File: config.mk
export PLATFORM = sky130hd
export DESIGN_NAME = pipe_stage_reg_flat
export DESIGN_NICKNAME = d
export VERILOG_FILES = /design/src/rtl/pipe_stage_reg_if.sv /design/src/rtl/pipe_stage_reg.sv /design/src/flat_wrapper.sv
export SDC_FILE = /design/constraint.sdc
export NUM_CORES = 1
export LEC_CHECK = 0
export CORE_MARGIN = 2
export CORE_UTILIZATION = 45
export CTS_CLUSTER_DIAMETER = 60
export CTS_CLUSTER_SIZE = 30
export DETAILED_ROUTE_END_ITERATION = 7
export HOLD_SLACK_MARGIN = 0.08
export PLACE_DENSITY = 0.88
export SLEW_MARGIN = 20
export SYNTH_ARGS = -nofsm -noshare
export SYNTH_HDL_FRONTEND = slang
export SYNTH_SLANG_ARGS = --single-unit
File: constraint.sdc
create_clock -name clk_i -period 2.5 [get_ports clk_i]
set_input_delay 0.375 -clock clk_i [delete_from_list [all_inputs] [get_ports clk_i]]
set_output_delay 0.375 -clock clk_i [all_outputs]
set_load 0.02 [all_outputs]
File: src/rtl/pipe_stage_reg_if.sv
// Handshake and payload bundle for one pipeline stage boundary.
// The slave modport is the stage register's view; master is the driving side.
interface pipe_stage_reg_if #(
    parameter int unsigned DATA_W = 32,
    parameter int unsigned LANES  = 3,
    parameter int unsigned CTRL_W = 7,
    parameter int unsigned TAG_W  = 25
);
    logic                    stall_i;
    logic                    flush_i;
    logic                    valid_i;
    logic                    ready_o;
    logic [LANES*DATA_W-1:0] data_i;
    logic [CTRL_W-1:0]       ctrl_i;
    logic [TAG_W-1:0]        tag_i;
    logic                    valid_o;
    logic                    ready_i;
    logic [LANES*DATA_W-1:0] data_o;
    logic [CTRL_W-1:0]       ctrl_o;
    logic [TAG_W-1:0]        tag_o;
    logic [1:0]              occ_o;

    modport slave (
        input  stall_i, flush_i, valid_i, data_i, ctrl_i, tag_i, ready_i,
        output ready_o, valid_o, data_o, ctrl_o, tag_o, occ_o
    );

    modport master (
        output stall_i, flush_i, valid_i, data_i, ctrl_i, tag_i, ready_i,
        input  ready_o, valid_o, data_o, ctrl_o, tag_o, occ_o
    );
endinterface

File: src/rtl/pipe_stage_reg.sv
// Pipeline stage register with valid/ready handshake, stall and flush.
// Define PIPE_STAGE_REG_SKID_EN to add a skid entry and make ready_o registered.
module pipe_stage_reg #(
    parameter int unsigned DATA_W = 32,
    parameter int unsigned LANES  = 3,
    parameter int unsigned CTRL_W = 7,
    parameter int unsigned TAG_W  = 25
) (
    input  logic                clk_i,
    input  logic                rst_i,
    pipe_stage_reg_if.slave     bus
);
    localparam int unsigned DW = LANES * DATA_W;

    logic              r_main_valid;
    logic [DW-1:0]     r_main_data;
    logic [CTRL_W-1:0] r_main_ctrl;
    logic [TAG_W-1:0]  r_main_tag;
    logic              w_main_valid_nxt;
    logic [DW-1:0]     w_main_data_nxt;
    logic [CTRL_W-1:0] w_main_ctrl_nxt;
    logic [TAG_W-1:0]  w_main_tag_nxt;

    logic w_ready;
    logic w_in_xfer;
    logic w_out_xfer;

    assign w_out_xfer = r_main_valid & bus.ready_i & ~bus.stall_i;
    assign w_in_xfer  = bus.valid_i & w_ready;

`ifdef PIPE_STAGE_REG_SKID_EN
    logic              r_skid_valid;
    logic [DW-1:0]     r_skid_data;
    logic [CTRL_W-1:0] r_skid_ctrl;
    logic [TAG_W-1:0]  r_skid_tag;
    logic              w_skid_valid_nxt;
    logic [DW-1:0]     w_skid_data_nxt;
    logic [CTRL_W-1:0] w_skid_ctrl_nxt;
    logic [TAG_W-1:0]  w_skid_tag_nxt;

    // Ready looks only at the skid slot, so ready_i never reaches ready_o.
    assign w_ready   = ~r_skid_valid & ~bus.stall_i & ~bus.flush_i & ~rst_i;
    assign bus.occ_o = {1'b0, r_main_valid} + {1'b0, r_skid_valid};

    always_comb begin
        w_main_valid_nxt = r_main_valid;
        w_main_data_nxt  = r_main_data;
        w_main_ctrl_nxt  = r_main_ctrl;
        w_main_tag_nxt   = r_main_tag;
        w_skid_valid_nxt = r_skid_valid;
        w_skid_data_nxt  = r_skid_data;
        w_skid_ctrl_nxt  = r_skid_ctrl;
        w_skid_tag_nxt   = r_skid_tag;
        if (bus.flush_i) begin
            w_main_valid_nxt = 1'b0;
            w_skid_valid_nxt = 1'b0;
        end else if (!bus.stall_i) begin
            if (w_out_xfer) begin
                if (r_skid_valid) begin
                    w_main_data_nxt  = r_skid_data;
                    w_main_ctrl_nxt  = r_skid_ctrl;
                    w_main_tag_nxt   = r_skid_tag;
                    w_skid_valid_nxt = 1'b0;
                end else if (w_in_xfer) begin
                    w_main_data_nxt  = bus.data_i;
                    w_main_ctrl_nxt  = bus.ctrl_i;
                    w_main_tag_nxt   = bus.tag_i;
                end else begin
                    w_main_valid_nxt = 1'b0;
                end
            end else if (w_in_xfer) begin
                if (!r_main_valid) begin
                    w_main_valid_nxt = 1'b1;
                    w_main_data_nxt  = bus.data_i;
                    w_main_ctrl_nxt  = bus.ctrl_i;
                    w_main_tag_nxt   = bus.tag_i;
                end else begin
                    w_skid_valid_nxt = 1'b1;
                    w_skid_data_nxt  = bus.data_i;
                    w_skid_ctrl_nxt  = bus.ctrl_i;
                    w_skid_tag_nxt   = bus.tag_i;
                end
            end
        end
    end

    always_ff @(posedge clk_i) begin
        if (rst_i) begin
            r_skid_valid <= 1'b0;
            r_skid_data  <= '0;
            r_skid_ctrl  <= '0;
            r_skid_tag   <= '0;
        end else begin
            r_skid_valid <= w_skid_valid_nxt;
            r_skid_data  <= w_skid_data_nxt;
            r_skid_ctrl  <= w_skid_ctrl_nxt;
            r_skid_tag   <= w_skid_tag_nxt;
        end
    end
`else
    // Single entry: accept when empty or when the held beat leaves this cycle.
    assign w_ready   = (~r_main_valid | bus.ready_i) & ~bus.stall_i & ~bus.flush_i & ~rst_i;
    assign bus.occ_o = {1'b0, r_main_valid};

    always_comb begin
        w_main_valid_nxt = r_main_valid;
        w_main_data_nxt  = r_main_data;
        w_main_ctrl_nxt  = r_main_ctrl;
        w_main_tag_nxt   = r_main_tag;
        if (bus.flush_i) begin
            w_main_valid_nxt = 1'b0;
        end else if (!bus.stall_i) begin
            if (w_in_xfer) begin
                w_main_valid_nxt = 1'b1;
                w_main_data_nxt  = bus.data_i;
                w_main_ctrl_nxt  = bus.ctrl_i;
                w_main_tag_nxt   = bus.tag_i;
            end else if (w_out_xfer) begin
                w_main_valid_nxt = 1'b0;
            end
        end
    end
`endif

    always_ff @(posedge clk_i) begin
        if (rst_i) begin
            r_main_valid <= 1'b0;
            r_main_data  <= '0;
            r_main_ctrl  <= '0;
            r_main_tag   <= '0;
        end else begin
            r_main_valid <= w_main_valid_nxt;
            r_main_data  <= w_main_data_nxt;
            r_main_ctrl  <= w_main_ctrl_nxt;
            r_main_tag   <= w_main_tag_nxt;
        end
    end

    // A bubble must never present RegWrite or MemWrite downstream.
    assign bus.ctrl_o  = r_main_valid ? r_main_ctrl : '0;
    assign bus.ready_o = w_ready;
    assign bus.valid_o = r_main_valid;
    assign bus.data_o  = r_main_data;
    assign bus.tag_o   = r_main_tag;
endmodule

File: src/flat_wrapper.sv
// flat-port wrapper written by rule: the top's interface ports become plain ports
module pipe_stage_reg_flat 
#(
    parameter int unsigned DATA_W = 32,
    parameter int unsigned LANES  = 3,
    parameter int unsigned CTRL_W = 7,
    parameter int unsigned TAG_W  = 25
)
  (clk_i, rst_i, bus_stall_i, bus_flush_i, bus_valid_i, bus_data_i, bus_ctrl_i, bus_tag_i, bus_ready_i, bus_ready_o, bus_valid_o, bus_data_o, bus_ctrl_o, bus_tag_o, bus_occ_o);
  pipe_stage_reg_if #(.DATA_W(DATA_W), .LANES(LANES), .CTRL_W(CTRL_W), .TAG_W(TAG_W)) bus_i ();
  input  logic clk_i;
  input  logic rst_i;
  input wire logic [$bits(bus_i.stall_i)-1:0] bus_stall_i;
  input wire logic [$bits(bus_i.flush_i)-1:0] bus_flush_i;
  input wire logic [$bits(bus_i.valid_i)-1:0] bus_valid_i;
  input wire logic [$bits(bus_i.data_i)-1:0] bus_data_i;
  input wire logic [$bits(bus_i.ctrl_i)-1:0] bus_ctrl_i;
  input wire logic [$bits(bus_i.tag_i)-1:0] bus_tag_i;
  input wire logic [$bits(bus_i.ready_i)-1:0] bus_ready_i;
  output wire logic [$bits(bus_i.ready_o)-1:0] bus_ready_o;
  output wire logic [$bits(bus_i.valid_o)-1:0] bus_valid_o;
  output wire logic [$bits(bus_i.data_o)-1:0] bus_data_o;
  output wire logic [$bits(bus_i.ctrl_o)-1:0] bus_ctrl_o;
  output wire logic [$bits(bus_i.tag_o)-1:0] bus_tag_o;
  output wire logic [$bits(bus_i.occ_o)-1:0] bus_occ_o;
  assign bus_i.stall_i = bus_stall_i;
  assign bus_i.flush_i = bus_flush_i;
  assign bus_i.valid_i = bus_valid_i;
  assign bus_i.data_i = bus_data_i;
  assign bus_i.ctrl_i = bus_ctrl_i;
  assign bus_i.tag_i = bus_tag_i;
  assign bus_i.ready_i = bus_ready_i;
  assign bus_ready_o = bus_i.ready_o;
  assign bus_valid_o = bus_i.valid_o;
  assign bus_data_o = bus_i.data_o;
  assign bus_ctrl_o = bus_i.ctrl_o;
  assign bus_tag_o = bus_i.tag_o;
  assign bus_occ_o = bus_i.occ_o;
  pipe_stage_reg #(.DATA_W(DATA_W), .LANES(LANES), .CTRL_W(CTRL_W), .TAG_W(TAG_W)) u_core (.clk_i(clk_i), .rst_i(rst_i), .bus(bus_i));
endmodule
==> flow_summary.ini <==
[detailed_routing]
wl_per_cell_um = 16.8
drtIter0Drc = 153
drt-pass1-iter-count = 4
drt_wl_total_um = 14800
drc = 0
vias_per_cell = 4.59
num_vias = 4046
ant_nets = 0

[critical_path]
worst-path-buf-inv = 1
cp_data_required_time_ns = 2.12
path_cells = and2_1, clkdlybuf4s50_1
slowest_delay_ns = 0.65
end_kind = primary output
arrival_ns = 1.81
cpLargestDelayFamily = buffers and inverters
critPathMaxFanout = 11
worstSetupStartpointType = register
critPathKind = reg2out
critical-path-slowest-cell = clkdlybuf4s50_1

[final_layout]
drive_gt1_frac = 0.241
final_core_util = 0.715
area_growth_pct = 56.8
fin_nets = 831
nFillCells = 876
insertedDiodeCount = 0
final_area_um2 = 8950
regArea_um2 = 2580
multi_input_area_um2 = 2810

[grt]
antenna_found_initial = 0
grt_pass1_wl_um = 22100
grt_max_degree = 130
track_usage = 0.212
grt_overflow_total = 0
grt_pass1_vias = 4351

[placed_design]
placed_area_um2 = 8410
place_hpwl_um = 10500
gp_congestion = 0.820
portBuffers = 264

[run_status]
status = finished, final reports clean

[pwr]
vdd_drop_max_uv = 359
p_per_area_nw_per_um2 = 577
leakage_nw = 3.90

[yosys]
ys_ff_latch = 129
yosysTopAreaCell = dfxtp_1
synth_area_leaders = dfxtp_1 (45%), mux2_4 (32%), nor2b_1 (14%)
ys.flop_type = dfxtp_1
ys_seq_area_frac = 0.452
synthesis.nets = 566
synth_top_area_frac = 0.452
synth.top_cells.by_count = dfxtp_1 (129), nor2b_1 (128), mux2_4 (120), clkbuf_1 (12), buf_12 (11)
post_synth.cell_area_avg_um2 = 13.2
yosysUniqueCellTypes = 19
synth_edf_count = 0
yosys_warnings = 0
syn_inst = 432
synth.most_common_cell = dfxtp_1
netlist_area_um2 = 5710
ys_async_sr_fraction = 0

[clock_tree]
insertion_delay_ns = 0.41
cts_tree = done
hold_buffers = 0
cts_buffer_depth = 2
cts_resized = 0
cts.sinks = 129
cts_buffers = 17
cts-htree-levels = 4
clockRootBuffer = clkbuf_16
post_cts_buffers = 0
cts.reportedPaths.clkPinSlew_ns = 0.05

[die]
die_y_um = 117
io_pins = 266
rows = 41
die_w_um = 117
coreArea_um2 = 12500
dieArea_um2 = 13600
start_util = 0.456

[sta]
period_minus_slack_ns = 2.18
finClkSkew_ns = 0.00558
drv_slew = 0
setup_viol = 0
fmax_mhz = 459
finalSetupTns_ns = 0
relSlewSlack = 0.630
hold_viol = 0
post-route-period-util = 0.872
tightest_slew_ns = 0.555
rsz0062_at_grt = false

[hold_path]
worstHoldPathType = in2reg

[flow_run]
cap_violations = 0
through the flow:
stage | hold slack (ns) | std cells | setup slack [ns] | total power [mW]
floorplan | 0.454 | 432 | 1.01 | 2.54
global placement | 0.572 | 850 | 0.291 | 2.91
detailed placement | 0.581 | 850 | 0.243 | 2.93
CTS | 0.553 | 882 | 0.289 | 5.22
global route | 0.562 | 882 | 0.262 | 5.35
finish | 0.571 | 882 | 0.319 | 5.17
final timing paths:
kind | start | to | slack [ns] | depth (start not counted)
worst min-delay path | bus_data_i[80] | u_core.bus.data_o[80] | 0.57 | 2
worst min register to register | u_core.r_main_ctrl[6] | u_core.r_main_ctrl[6] | 0.60 | 2
worst max-delay path | u_core.bus.valid_o | bus_ctrl_o[3] | 0.32 | 2
worst max register to register | u_core.bus.valid_o | u_core.bus.data_o[7] | 0.72 | 4
sequential cells by signal, summed over array words and instances, names as in the netlist:
name,flops
u_core.bus.data_o,96
u_core.bus.tag_o,25
u_core.r_main_ctrl,7
u_core.bus.valid_o,1
per-layer routing:
layer,routed length (um),vias up,global-route usage,share of wire
li1,-,1944,-,-
met1,5690,1901,0.235,0.39
met2,7410,171,0.362,0.50
met3,1280,30,0.0804,0.086
met4,395,0,0.0965,0.027
met5,0,-,0,0
logic make-up after synthesis:
| family | after synthesis | share of synthesized area |
|---|---|---|
| buffers and inverters | 30 | 0.0576 |
| multiplexers | 128 | 0.331 |
| AND/OR/NAND/NOR | 143 | 0.157 |
| AO/OA/AOI/OAI | 1 | 0.000876 |
| flip-flops | 129 | 0.452 |
| other | 1 | 0.000657 |
report_power, final:
part	switching, mW	total [mW]	internal, mW	leakage, nW
registers	0.0396	2.17	2.14	1.05
logic	0.258	0.710	0.452	2.57
clock network	0.844	2.28	1.44	0.272
total	1.14	5.17	4.02	3.90
layout make-up:
cell class	count	share of cell area
clock buffers	26	0.0546
clock inverters	6	0.00615
multi-input cells	273	0.313
flip-flops and latches	129	0.288
well taps	172	0.0240
repair buffers	276	0.313
layout by cell type, fill, tap and decap left out, types with 3 or more instances in the layout:
cell type | Yosys | layout
clkbuf_16 | 0 | 17
dfxtp_1 | 129 | 129
nor2b_1 | 128 | 128
clkdlybuf4s50_1 | 0 | 263
mux2_4 | 120 | 120
clkbuf_8 | 0 | 3
mux2_2 | 8 | 8
and2_1 | 7 | 7
buf_12 | 11 | 6
clkinv_2 | 0 | 5
clkbuf_1 | 12 | 6
buf_4 | 4 | 7
Note: power is estimated with default switching activity, not from simulation.
